### src/rtl/div_seq.sv
// Radix-2 restoring divider sequencer for DIV/DIVU/REM/REMU: one quotient bit per cycle, result {rem, quo}.
// Build option: define DIV_EARLY_OUT_EN to finish at once when |dividend| < |divisor|.
module div_seq #(
   parameter int XLEN  = 32,
   parameter int CNT_W = 6
) (
   input  logic              clk,
   input  logic              rst,
   input  logic              signed_div_i,
   input  logic [XLEN-1:0]   opdata1_i,
   input  logic [XLEN-1:0]   opdata2_i,
   input  logic              start_i,
   input  logic              annul_i,
   output logic [2*XLEN-1:0] result_o,
   output logic              ready_o,
   output logic [1:0]        dbg_state
);

   // Handshake: EX raises start_i and holds it until it sees ready_o; result_o is
   // valid while ready_o=1. Dropping start_i returns the FSM to IDLE. annul_i wins
   // over start_i in every state.
   typedef enum logic [1:0] {S_IDLE, S_BYZERO, S_DIV, S_DONE} state_t;

   state_t            state;
   logic [CNT_W-1:0]  cnt;
   logic [XLEN-1:0]   dvd;    // dividend bits shift out, quotient bits shift in
   logic [XLEN-1:0]   dvs;
   logic [XLEN-1:0]   rem;
   logic              neg_q;
   logic              neg_r;
   logic [2*XLEN-1:0] res;

   logic [XLEN-1:0]   a_abs;
   logic [XLEN-1:0]   b_abs;
   logic [XLEN+1:0]   trial;
   logic [XLEN-1:0]   rem_nx;
   logic [XLEN-1:0]   quo_nx;
   logic [XLEN-1:0]   q_fix;
   logic [XLEN-1:0]   r_fix;

   assign a_abs = (signed_div_i && opdata1_i[XLEN-1]) ? -opdata1_i : opdata1_i;
   assign b_abs = (signed_div_i && opdata2_i[XLEN-1]) ? -opdata2_i : opdata2_i;

   // Extra top bit of trial is the borrow: set means the subtraction went negative.
   assign trial  = {1'b0, rem, dvd[XLEN-1]} - {2'b00, dvs};
   assign rem_nx = trial[XLEN+1] ? {rem[XLEN-2:0], dvd[XLEN-1]} : trial[XLEN-1:0];
   assign quo_nx = {dvd[XLEN-2:0], ~trial[XLEN+1]};
   assign q_fix  = neg_q ? -quo_nx : quo_nx;
   assign r_fix  = neg_r ? -rem_nx : rem_nx;

   assign dbg_state = state;

   always_ff @(posedge clk) begin
      if (rst) begin
         state    <= S_IDLE;
         cnt      <= '0;
         dvd      <= '0;
         dvs      <= '0;
         rem      <= '0;
         neg_q    <= 1'b0;
         neg_r    <= 1'b0;
         res      <= '0;
         result_o <= '0;
         ready_o  <= 1'b0;
      end else begin
         case (state)
            S_IDLE: begin
               ready_o <= 1'b0;
               if (start_i && !annul_i) begin
                  cnt   <= '0;
                  dvd   <= a_abs;
                  dvs   <= b_abs;
                  rem   <= '0;
                  neg_q <= signed_div_i && (opdata1_i[XLEN-1] ^ opdata2_i[XLEN-1]);
                  neg_r <= signed_div_i && opdata1_i[XLEN-1];
                  if (opdata2_i == '0) begin
                     res   <= {opdata1_i, {XLEN{1'b1}}};
                     state <= S_BYZERO;
                  end
`ifdef DIV_EARLY_OUT_EN
                  else if (a_abs < b_abs) begin
                     res   <= {opdata1_i, {XLEN{1'b0}}};
                     state <= S_DONE;
                  end
`endif
                  else begin
                     state <= S_DIV;
                  end
               end
            end
            S_BYZERO: begin
               if (annul_i || !start_i) begin
                  state    <= S_IDLE;
                  ready_o  <= 1'b0;
                  result_o <= '0;
               end else begin
                  state <= S_DONE;
               end
            end
            S_DIV: begin
               if (annul_i || !start_i) begin
                  state    <= S_IDLE;
                  ready_o  <= 1'b0;
                  result_o <= '0;
               end else begin
                  dvd <= quo_nx;
                  rem <= rem_nx;
                  cnt <= cnt + 1'b1;
                  if (cnt == CNT_W'(XLEN-1)) begin
                     res   <= {r_fix, q_fix};
                     state <= S_DONE;
                  end
               end
            end
            S_DONE: begin
               if (annul_i || !start_i) begin
                  state   <= S_IDLE;
                  ready_o <= 1'b0;
               end else begin
                  ready_o  <= 1'b1;
                  result_o <= res;
               end
            end
            default: begin
               state   <= S_IDLE;
               ready_o <= 1'b0;
            end
         endcase
      end
   end

endmodule

### config.mk
export PLATFORM = sky130hd
export DESIGN_NAME = div_seq
export DESIGN_NICKNAME = d
export VERILOG_FILES = /design/src/rtl/div_seq.sv
export SDC_FILE = /design/constraint.sdc
export NUM_CORES = 1
export LEC_CHECK = 0
export ABC_AREA = 1
export CORE_MARGIN = 2
export CORE_UTILIZATION = 50
export CTS_BUF_LIST = sky130_fd_sc_hd__clkbuf_8
export CTS_CLUSTER_DIAMETER = 40
export DETAILED_ROUTE_END_ITERATION = 8
export HOLD_SLACK_MARGIN = 0.12
export PLACE_DENSITY = 0.71
export SETUP_SLACK_MARGIN = 0.02
export SYNTH_ARGS = -nofsm -noshare
export SYNTH_HDL_FRONTEND = slang
export SYNTH_SLANG_ARGS = --single-unit
### constraint.sdc
create_clock -name clk -period 4.5 [get_ports clk]
set_input_delay 0.45 -clock clk [delete_from_list [all_inputs] [get_ports clk]]
set_output_delay 0.45 -clock clk [all_outputs]
set_load 0.005 [all_outputs]
==> reports/qor.yml, run 1 <==
yosys:
  yosysMostFrequentCell: "nand2_1"
  netlist_instances: 2317
  synthAdderAreaFrac: 0.0357
  synth.cell_area_sq_um: 14900
  synth_top_family_by_area: "simple AND/OR/NAND/NOR gates"
  yosysUniqueCellTypes: 58
  synth_flop_cell: "dfxtp_1"
  synthXorXnorAreaFrac: 0.0399
  synth_common_cells: "nand2_1 (608), inv_1 (256), nor2_1 (251), dfxtp_1 (235), a21oi_1 (207)"
  synth_top_cell_by_area: "dfxtp_1"
  synth_compound_area_frac: 0.195
  async_reset_ff_frac: 0
  synth_top_cell_area_share: 0.315
  synth_mux_area_frac: 0
  synth_edf_count: 0
  synth.avg_cell_area_sq_um: 6.44
  synthesis.nets: 2428
  ys_warn_count: 0
  ys_seq_area_frac: 0.315
  yosys.area_share.simple: 0.315
  ys_top_cells_by_area: "dfxtp_1 (32%), nand2_1 (15%), a21oi_1 (6.9%)"
  yosys_register_bits: 235
setup_path:
  end_kind: "flip-flop"
  cp.arrival_ns: 4.45
  cp_max_fo: 46
  critical_path_class: "flip-flop to flip-flop"
  cp_data_required_time_ns: 4.93
  critPathLaunchType: "flip-flop"
clocking:
  cts.path.max_buffers: 3
  ctsHtreeMaxLevel: 2
  cts_sinks: 235
  tritoncts: "built"
  clk_latency_ns: 0.59
  post-cts-setup-buffers: 0
  clk_pin_slew_ns: 0.06
  cts_hold_buffers: 0
  clock-root-buffer: "clkbuf_8"
  cts_buffers: 48
global_route:
  overflow: 0
  antenna_found_initial: 1
  grt_pass1_wl_um: 78500
  grt_max_degree: 77
  gr-usage-all-layers: 0.315
  grt_pass1_vias: 14877
power:
  power_leakage_nw: 7.72
  vdd_drop_max_mv: 0.378
  power_w: 0.00817
  power_density_nw_per_um2: 466
placement:
  hpwl_um: 37000
  portBuffers: 135
  gp_congestion: 0.934
  pre_cts_ws_ns: 0.402
timing:
  slew_viol_final: 0
  hold_violations: 0
  setup_ws_ns: 0.482
  fin_hold_ws_ns: 0.330
  max_slew.worst_pin.slew_ns: 1.12
  fin_crit_sh: 0.893
  relSlewSlack: 0.251
  max_freq_mhz: 249
  period_minus_slack_ns: 4.02
  setup_tns_ns: 0
  rsz0062_at_grt: "false"
  finClkSkew_ns: 0.0518
  finalSetupViolCount: 0
floorplan:
  die_h_um: 177
  fp.dieArea_sq_um: 31300
  rows: 63
  design.portCount: 136
  start_util: 0.505
  core_sq_um: 29600
  die_w_um: 177
route:
  wl_um: 49000
  routedWlPerCell_um: 17.2
  vias: 15640
  firstDrtPassIters: 5
  drc: 0
  ant_nets: 0
  vias_per_cell: 5.50
  drt-initial-drc-count: 1264
min_path:
  hp-class: "primary input to flip-flop"
finish:
  area_growth_pct: 17.4
  nFillCells: 3024
  nets: 2531
  drive_gt1_frac: 0.0745
job:
  drv_cap: 0
run_status:
  status: "finished clean"
[layout make-up]
class	count	area, sq um	area share
multi-input cells	1707	8790	0.502
flip-flops and latches	235	4700	0.268
repair buffers	158	1530	0.0870
inverters	270	1010	0.0578
clock buffers	56	771	0.0440
well taps	390	488	0.0278
clock inverters	29	229	0.0131
diodes	1	2.50	0.000143
[routing by layer]
layer	vias up	wire [um]	share of wire	GRT usage
met4	0	1850	0.038	0.128
li1	7832	-	-	-
met1	7216	21700	0.44	0.408
met5	-	0	0	0
met3	108	2600	0.053	0.0395
met2	484	22800	0.47	0.530
[sequential cells by signal, summed over array words and instances, names as in the netlist]
name / cells
dvs: 32
neg_q: 1
rem: 32
ready_o: 1
res: 64
dvd: 32
neg_r: 1
result_o: 64
cnt: 6
dbg_state: 2
[metrics by stage]
stage	util	area [sq um]	instances
3_3_place_gp	0.559	16500	2760
2_1_floorplan	-	14900	2317
4_1_cts	0.592	17500	2845
5_1_grt	0.593	17500	2845
3_5_place_dp	0.559	16500	2760
6_report	0.593	17500	2846
[final timing paths]
path           start      endpoint  slack [ns]  depth (start not counted)
max          rem[18]       res[46]        0.48                         20
min              rst  result_o[27]        0.33                          2
max reg2reg  rem[18]       res[46]        0.48                         20
min reg2reg  ready_o       ready_o        0.46                          2
[cells in the final DEF, fill, tap and decap left out, types with 13 or more instances in the layout]
cell type | synthesis | final
dfxtp_1 | 235 | 235
inv_1 | 256 | 268
ha_1 | 41 | 40
clkdlybuf4s50_1 | 0 | 134
a21oi_1 | 207 | 206
nand2_1 | 608 | 608
xnor2_1 | 13 | 13
clkbuf_8 | 0 | 56
nor3_1 | 27 | 26
a22oi_1 | 64 | 64
o21ai_1 | 17 | 16
o221ai_1 | 20 | 20
o21ai_0 | 106 | 106
nor2_2 | 12 | 13
o211ai_1 | 26 | 26
a31oi_1 | 19 | 19
xor2_1 | 55 | 55
nor2_1 | 251 | 247
nand3_1 | 113 | 113
nand4_1 | 22 | 22
buf_4 | 0 | 23
[worst max-delay path, cell delays in order, from the launching register on]
cell and delay [ns]:
dfxtp_1 0.36, ha_1 0.43, nand2_1 0.13, nor2_1 0.22, nand2_1 0.14, nor2_1 0.21
nand2_4 0.17, nand2_4 0.11, buf_6 0.35, nand2_1 0.13, o21ai_2 0.12, ha_1 0.21
inv_1 0.07, nor2_2 0.14, nand2_1 0.09, nand2_1 0.21, nand3_4 0.17, nor2_4 0.20
o21ai_0 0.09, o21ai_0 0.21, a21oi_1 0.08
[power breakdown]
group          total (W)  leakage, nW  switching, W  internal (W)
sequential       0.00252         1.90      0.000201       0.00232
clock            0.00231        0.557      0.000996       0.00131
combinational    0.00333         5.26       0.00233       0.00101
total            0.00817         7.72       0.00352       0.00464
[timing repair]
action / in CTS / in global routing
endpoints found under the setup margin: 0 / 6
endpoints found under the hold margin: 0 / 0
resized for setup: 0 / 3
[cell families after synthesis]
logic type	count (synthesis)
AOI/OAI and AO/OA	493
adders and majority gates	42
and+or+nand+nor	1104
buffers and inverters	375
xor gates and xnor gates	68
DFF	235
(Power assumes the default switching activity.)
==> run 2: changes to the inputs <==
--- a/config.mk
+++ b/config.mk
@@ -5,7 +5,7 @@
 export SDC_FILE = /design/constraint.sdc
 export NUM_CORES = 1
 export LEC_CHECK = 0
-export ABC_AREA = 1
+export ABC_AREA = 0
 export CORE_MARGIN = 2
 export CORE_UTILIZATION = 50
 export CTS_BUF_LIST = sky130_fd_sc_hd__clkbuf_8
@@ -13,7 +13,7 @@
 export DETAILED_ROUTE_END_ITERATION = 8
 export HOLD_SLACK_MARGIN = 0.12
 export PLACE_DENSITY = 0.71
-export SETUP_SLACK_MARGIN = 0.02
+export SETUP_SLACK_MARGIN = 0.3
 export SYNTH_ARGS = -nofsm -noshare
 export SYNTH_HDL_FRONTEND = slang
 export SYNTH_SLANG_ARGS = --single-unit
==> run 2 against run 1 <==
- die area decreased by 5.9%
- register-to-register slack got worse by 0.13 ns
- hold slack got worse by 0.042 ns
- clock power decreased by 5%
- critical endpoint is now res[56]
- largest cell class unchanged
- largest power group unchanged
==> reports/qor.yml, run 2 <==
timing:
  rsz0062_at_grt: "true"
  fin_crit_sh: 0.921
  fin_hold_ws_ns: 0.288
  max_freq_mhz: 241
  finalSetupViolCount: 0
  finClkSkew_ns: 0.0209
  setup_ws_ns: 0.354
  max_slew.worst_pin.slew_ns: 0.858
  relSlewSlack: 0.428
  slew_viol_final: 0
  hold_violations: 0
  period_minus_slack_ns: 4.15
job:
  drv_cap: 0
yosys:
  synthesis.nets: 1944
  async_reset_ff_frac: 0
  ys_warn_count: 0
  synth.avg_cell_area_sq_um: 7.65
  synth_top_cell_area_share: 0.335
  synth_edf_count: 0
  yosysUniqueCellTypes: 78
  yosys_register_bits: 235
  ys_top_cells_by_area: "dfxtp_1 (34%), nor2_1 (6.5%), nand2_1 (6.0%)"
  synth.cell_area_sq_um: 14000
  ys_seq_area_frac: 0.335
  synth_common_cells: "nor2_1 (244), dfxtp_1 (235), nand2_1 (224), a21oi_1 (142), o21ai_0 (114)"
  synth_top_cell_by_area: "dfxtp_1"
  yosysMostFrequentCell: "nor2_1"
  synth_flop_cell: "dfxtp_1"
  netlist_instances: 1833
route:
  vias_per_cell: 5.88
  vias: 14125
  firstDrtPassIters: 6
  ant_nets: 0
  wl_um: 43300
  drc: 0
  routedWlPerCell_um: 18.0
  drt-initial-drc-count: 1124
power:
  vdd_drop_max_mv: 0.331
  power_density_nw_per_um2: 432
  power_w: 0.00773
  power_leakage_nw: 6.63
min_path:
  holdPathStages: 2
  min-delay-start: "rst"
  worstHoldEndpoint: "rem[9]"
  hp-class: "primary input to flip-flop"
clocking:
  tritoncts: "built"
  ctsHtreeMaxLevel: 2
  clk_pin_slew_ns: 0.05
  cts_buffers: 46
  cts_sinks: 235
  clk_latency_ns: 0.56
  cts.path.max_buffers: 3
  clock-root-buffer: "clkbuf_8"
finish:
  final_common_cell: "nor2_1"
  area_growth_pct: 27.6
  multiInputGateArea_sq_um: 9370
  stdcell_area_sq_um: 17900
  diodes: 0
  drive_gt1_frac: 0.145
  final_cell_mix: "nor2_1 (238), nand2_1 (219), dfxtp_1 (218)"
  regArea_sq_um: 4730
  nets: 2107
  nFillCells: 2431
  final_cells: 2404
  reg_top3: "res x64, result_o x64"
floorplan:
  die_h_um: 171
  fp.dieArea_sq_um: 29400
  start_util: 0.506
  rows: 61
  design.portCount: 136
  core_sq_um: 27700
  die_w_um: 171
setup_path:
  cp_data_required_time_ns: 4.95
  cp_max_fo: 4
  rr_startpoint: "rem[28]"
  r2r_cells: 19
  critPathLaunchType: "flip-flop"
  critical_path_class: "flip-flop to flip-flop"
  r2r_end: "res[56]"
  end_kind: "flip-flop"
  cp.arrival_ns: 4.59
  rrSetupSlack_ns: 0.35
placement:
  portBuffers: 135
  pre_cts_ws_ns: 0.0331
  gp_congestion: 0.904
  dp_cells: 2284
  placed_area_sq_um: 16000
  hpwl_um: 30900
run_status:
  status: "finished clean"
global_route:
  overflow: 0
  antenna_found_initial: 0
  gr-usage-all-layers: 0.286
  grt_max_degree: 160
  grt_pass1_wl_um: 67800
  grt_pass1_vias: 12990
-- run 2: cell types whose count changed after synthesis, moves of 48 or more --
cell      change
nand2_1     -384
inv_1       -197
nand3_1      -95
a21oi_1      -65
xnor2_1      +60
a211oi_1     +48
-- run 2: timing repair --
item                       4_1_cts  5_1_grt
pin swaps                       21       45
setup buffers                   19       23
hold buffers                     0        0
resized for setup               42       87
setup endpoints to repair       13       21
-- run 2: routing by layer --
layer  GRT usage  up-vias  part of all wire
li1            -     6924                 -
met1       0.394     6604              0.45
met2       0.460      517              0.46
met3      0.0370       80             0.066
met4      0.0984        0             0.028
met5           0        -                 0
-- run 2: how the worst max path moves through the flow --
stage / start / end / slack [ns] / cells past startpoint
after floorplan: rem[3] / res[60] / -0.01 / 21
after global placement: dvs[30] / res[56] / 0.17 / 19
after detailed placement: dvs[30] / res[56] / 0.03 / 19
after CTS: dvd[31] / res[56] / 0.25 / 16
after global routing: rem[27] / res[56] / 0.19 / 18
final: rem[28] / res[56] / 0.35 / 19
-- run 2: cell type report --
class,instances,area share
tap,378,0.0264
multi-input combinational,1415,0.523
clock buffer,51,0.0392
sequential,235,0.264
timing repair buffer,236,0.121
inverter,62,0.0130
clock inverter,27,0.0126
-- run 2: cells by family (layout without fill, tap and decap cells) --
kind of cell / Yosys count / after routing / share of synthesized area
simple gates: 647 / 647 / 0.204
compound gates: 560 / 560 / 0.265
flops: 235 / 235 / 0.335
buf+inv: 183 / 376 / 0.0505
xor+xnor: 136 / 136 / 0.0855
fa+ha+maj: 42 / 42 / 0.0380
mux: 30 / 30 / 0.0216
-- run 2: where the power goes --
part	leakage, nW	switching [W]	total [W]	internal (W)
logic	4.18	0.00195	0.00316	0.00121
registers	1.91	0.000144	0.00238	0.00223
clock network	0.536	0.000920	0.00219	0.00127
total	6.63	0.00302	0.00773	0.00471
-- run 2: per-stage QoR --
step	utilization	setup TNS, ns
6_report	0.646	0
5_1_grt	0.646	0
4_1_cts	0.623	0
3_3_place_gp	0.577	0
2_1_floorplan	-	-0.0120
3_5_place_dp	0.577	0
-- run 2: worst max-delay path: stages, from the launching register on --
cell,delay [ns]
dfxtp_1,0.41
ha_4,0.25
nand4b_1,0.18
buf_4,0.17
inv_1,0.05
a21oi_2,0.18
o31a_1,0.27
nand2_4,0.11
mux2i_2,0.21
ha_2,0.23
nand2_1,0.10
or3_1,0.32
nor3_1,0.22
a41oi_2,0.08
a21o_1,0.26
nor4_2,0.33
buf_4,0.19
mux2i_1,0.07
a211o_1,0.24
a22o_1,0.18
==> run 3: changes to the inputs <==
--- a/config.mk
+++ b/config.mk
@@ -8,12 +8,12 @@
 export ABC_AREA = 0
 export CORE_MARGIN = 2
 export CORE_UTILIZATION = 50
-export CTS_BUF_LIST = sky130_fd_sc_hd__clkbuf_8
 export CTS_CLUSTER_DIAMETER = 40
 export DETAILED_ROUTE_END_ITERATION = 8
 export HOLD_SLACK_MARGIN = 0.12
-export PLACE_DENSITY = 0.71
+export PLACE_DENSITY = 0.72
 export SETUP_SLACK_MARGIN = 0.3
+export SKIP_LAST_GASP = 1
 export SYNTH_ARGS = -nofsm -noshare
 export SYNTH_HDL_FRONTEND = slang
 export SYNTH_SLANG_ARGS = --single-unit
==> run 3 against run 2 <==
- sequential share of layout area decreased by 0.59 points
- total power rose by 12%
- critical endpoint is now res[60]
- combinational power about the same
- hold slack better by 0.12 ns
- register-to-register slack improved by 0.04 ns
- sequential power about the same
- maximum frequency up 1.0%
- setup slack improved by 0.041 ns
- clock power grew 43%
- cell count shrank 0.29%
==> reports/qor.yml, run 3 (synthesis gave the netlist of run 2 again) <==
route:
  drc: 0
  vias: 14246
  ant_nets: 0
  drt-initial-drc-count: 985
  vias_per_cell: 5.94
  routedWlPerCell_um: 18.3
  wl_um: 43800
  firstDrtPassIters: 5
min_path:
  hp-class: "primary input to flip-flop"
  min-delay-start: "rst"
setup_path:
  cp_top_family: "compound AO/OA/AOI/OAI gates"
  rr_startpoint: "dvs[4]"
  end_kind: "flip-flop"
  worstPathCellList: "inv_1, ha_4, a21o_4, a31o_4, o2111ai_4, a31o_4, nand2_8, nor2_2, a21oi_1, inv_1, ha_4, nand2_2, a211oi_2, nor4b_4, a41oi_2, a21o_1, or4_4, o41ai_4, xnor2_1, a31o_1"
  cp_slowest_cell: "or4_4"
  cp_data_required_time_ns: 4.94
  critPathLaunchType: "flip-flop"
  cp_max_fo: 5
  cp.arrival_ns: 4.54
  max_stage_delay_ns: 0.46
  path_buf_inv: 2
  critical_path_class: "flip-flop to flip-flop"
  crit_start: "dvs[4]"
floorplan:
  design.portCount: 136
  die_h_um: 171
  core_sq_um: 27700
  start_util: 0.506
  fp.dieArea_sq_um: 29400
  rows: 61
  die_w_um: 171
global_route:
  gr-usage-all-layers: 0.286
  grt_pass1_wl_um: 67700
  overflow: 0
  grt_pass1_vias: 13115
  grt_max_degree: 107
  antenna_found_initial: 0
placement:
  pre_cts_ws_ns: 0.0300
  hpwl_um: 31100
  gp_congestion: 0.936
  portBuffers: 135
  placed_area_sq_um: 16100
timing:
  setup_ws_ns: 0.395
  hold_violations: 0
  finClkSkew_ns: 0.0180
  max_freq_mhz: 244
  finalSetupViolCount: 0
  period_minus_slack_ns: 4.10
  max_slew.worst_pin.slew_ns: 1.07
  rsz0062_at_grt: "true"
  fin_crit_sh: 0.912
  slew_viol_final: 0
  fin_hold_ws_ns: 0.407
  relSlewSlack: 0.289
clocking:
  cts.path.max_buffers: 3
  clk_latency_ns: 0.55
  ctsHtreeMaxLevel: 2
  tritoncts: "built"
  cts_buffers: 41
  clk_pin_slew_ns: 0.05
  cts_sinks: 235
  cts_hold_buffers: 0
  clock-root-buffer: "clkbuf_16"
power:
  p_seq_frac: 0.275
  clkPwrFrac: 0.363
  vdd_drop_max_mv: 0.263
  power_density_nw_per_um2: 473
  internal_power_w: 0.00535
  combPwrFrac: 0.362
  switching_share: 0.381
  p_switching_w: 0.00329
  power_leakage_nw: 6.75
finish:
  drive_gt1_frac: 0.142
  final_common_cell: "nor2_1"
  diodes: 0
  reg_top3: "res x64, result_o x64"
  final_cell_mix: "nor2_1 (237), dfxtp_1 (224), nand2_1 (219)"
  nFillCells: 2370
  nets: 2097
  area_growth_pct: 30.2
  multiInputGateArea_sq_um: 9310
  stdcell_area_sq_um: 18300
  utilization: 0.659
  regArea_sq_um: 4720
job:
  drv_cap: 0
run_status:
  status: "finished clean"
run 3: power by group through the flow:
stage	combinational (W)	sequential, W	clock [W]
finish	0.00313	0.00238	0.00314
detailed placement	0.00282	0.00241	0
global route	0.00339	0.00239	0.00327
floorplan	0.00200	0.00237	0
global placement	0.00281	0.00240	0
CTS	0.00287	0.00237	0.00317
run 3: cell type report:
class / count / share of cell area
repair buffers: 231 / 0.116
clock buffers: 50 / 0.0607
well taps: 378 / 0.0259
inverters: 62 / 0.0128
multi-input cells: 1415 / 0.510
clock inverters: 26 / 0.0166
flip-flops and latches: 235 / 0.258
run 3: final timing paths:
path                            cells past startpoint  slack (ns)  endpoint
worst max-delay path                               20        0.40   res[60]
worst min-delay path                                2        0.41   res[52]
worst max register to register                     20        0.40   res[60]
worst min register to register                      2        0.46   res[61]
run 3: metal layers:
| layer | global-route usage | wire length, um |
|---|---|---|
| met2 | 0.471 | 20400 |
| met5 | 0 | 0 |
| met1 | 0.387 | 19500 |
| met3 | 0.0373 | 2760 |
| met4 | 0.0965 | 1170 |
run 3: repair_timing:
action,4_1_cts,5_1_grt
pin swaps,10,34
buffers inserted,8,14
hold endpoints to repair,0,0
endpoints found under the setup margin,14,21
resized for setup,21,91
run 3: through the flow:
| step | setup TNS (ns) | instances | total power, W |
|---|---|---|---|
| finish | 0 | 2397 | 0.00864 |
| detailed placement | 0 | 2299 | 0.00524 |
| global route | 0 | 2397 | 0.00905 |
| floorplan | -0.0120 | 1833 | 0.00437 |
| CTS | 0 | 2383 | 0.00841 |
| global placement | 0 | 2299 | 0.00521 |
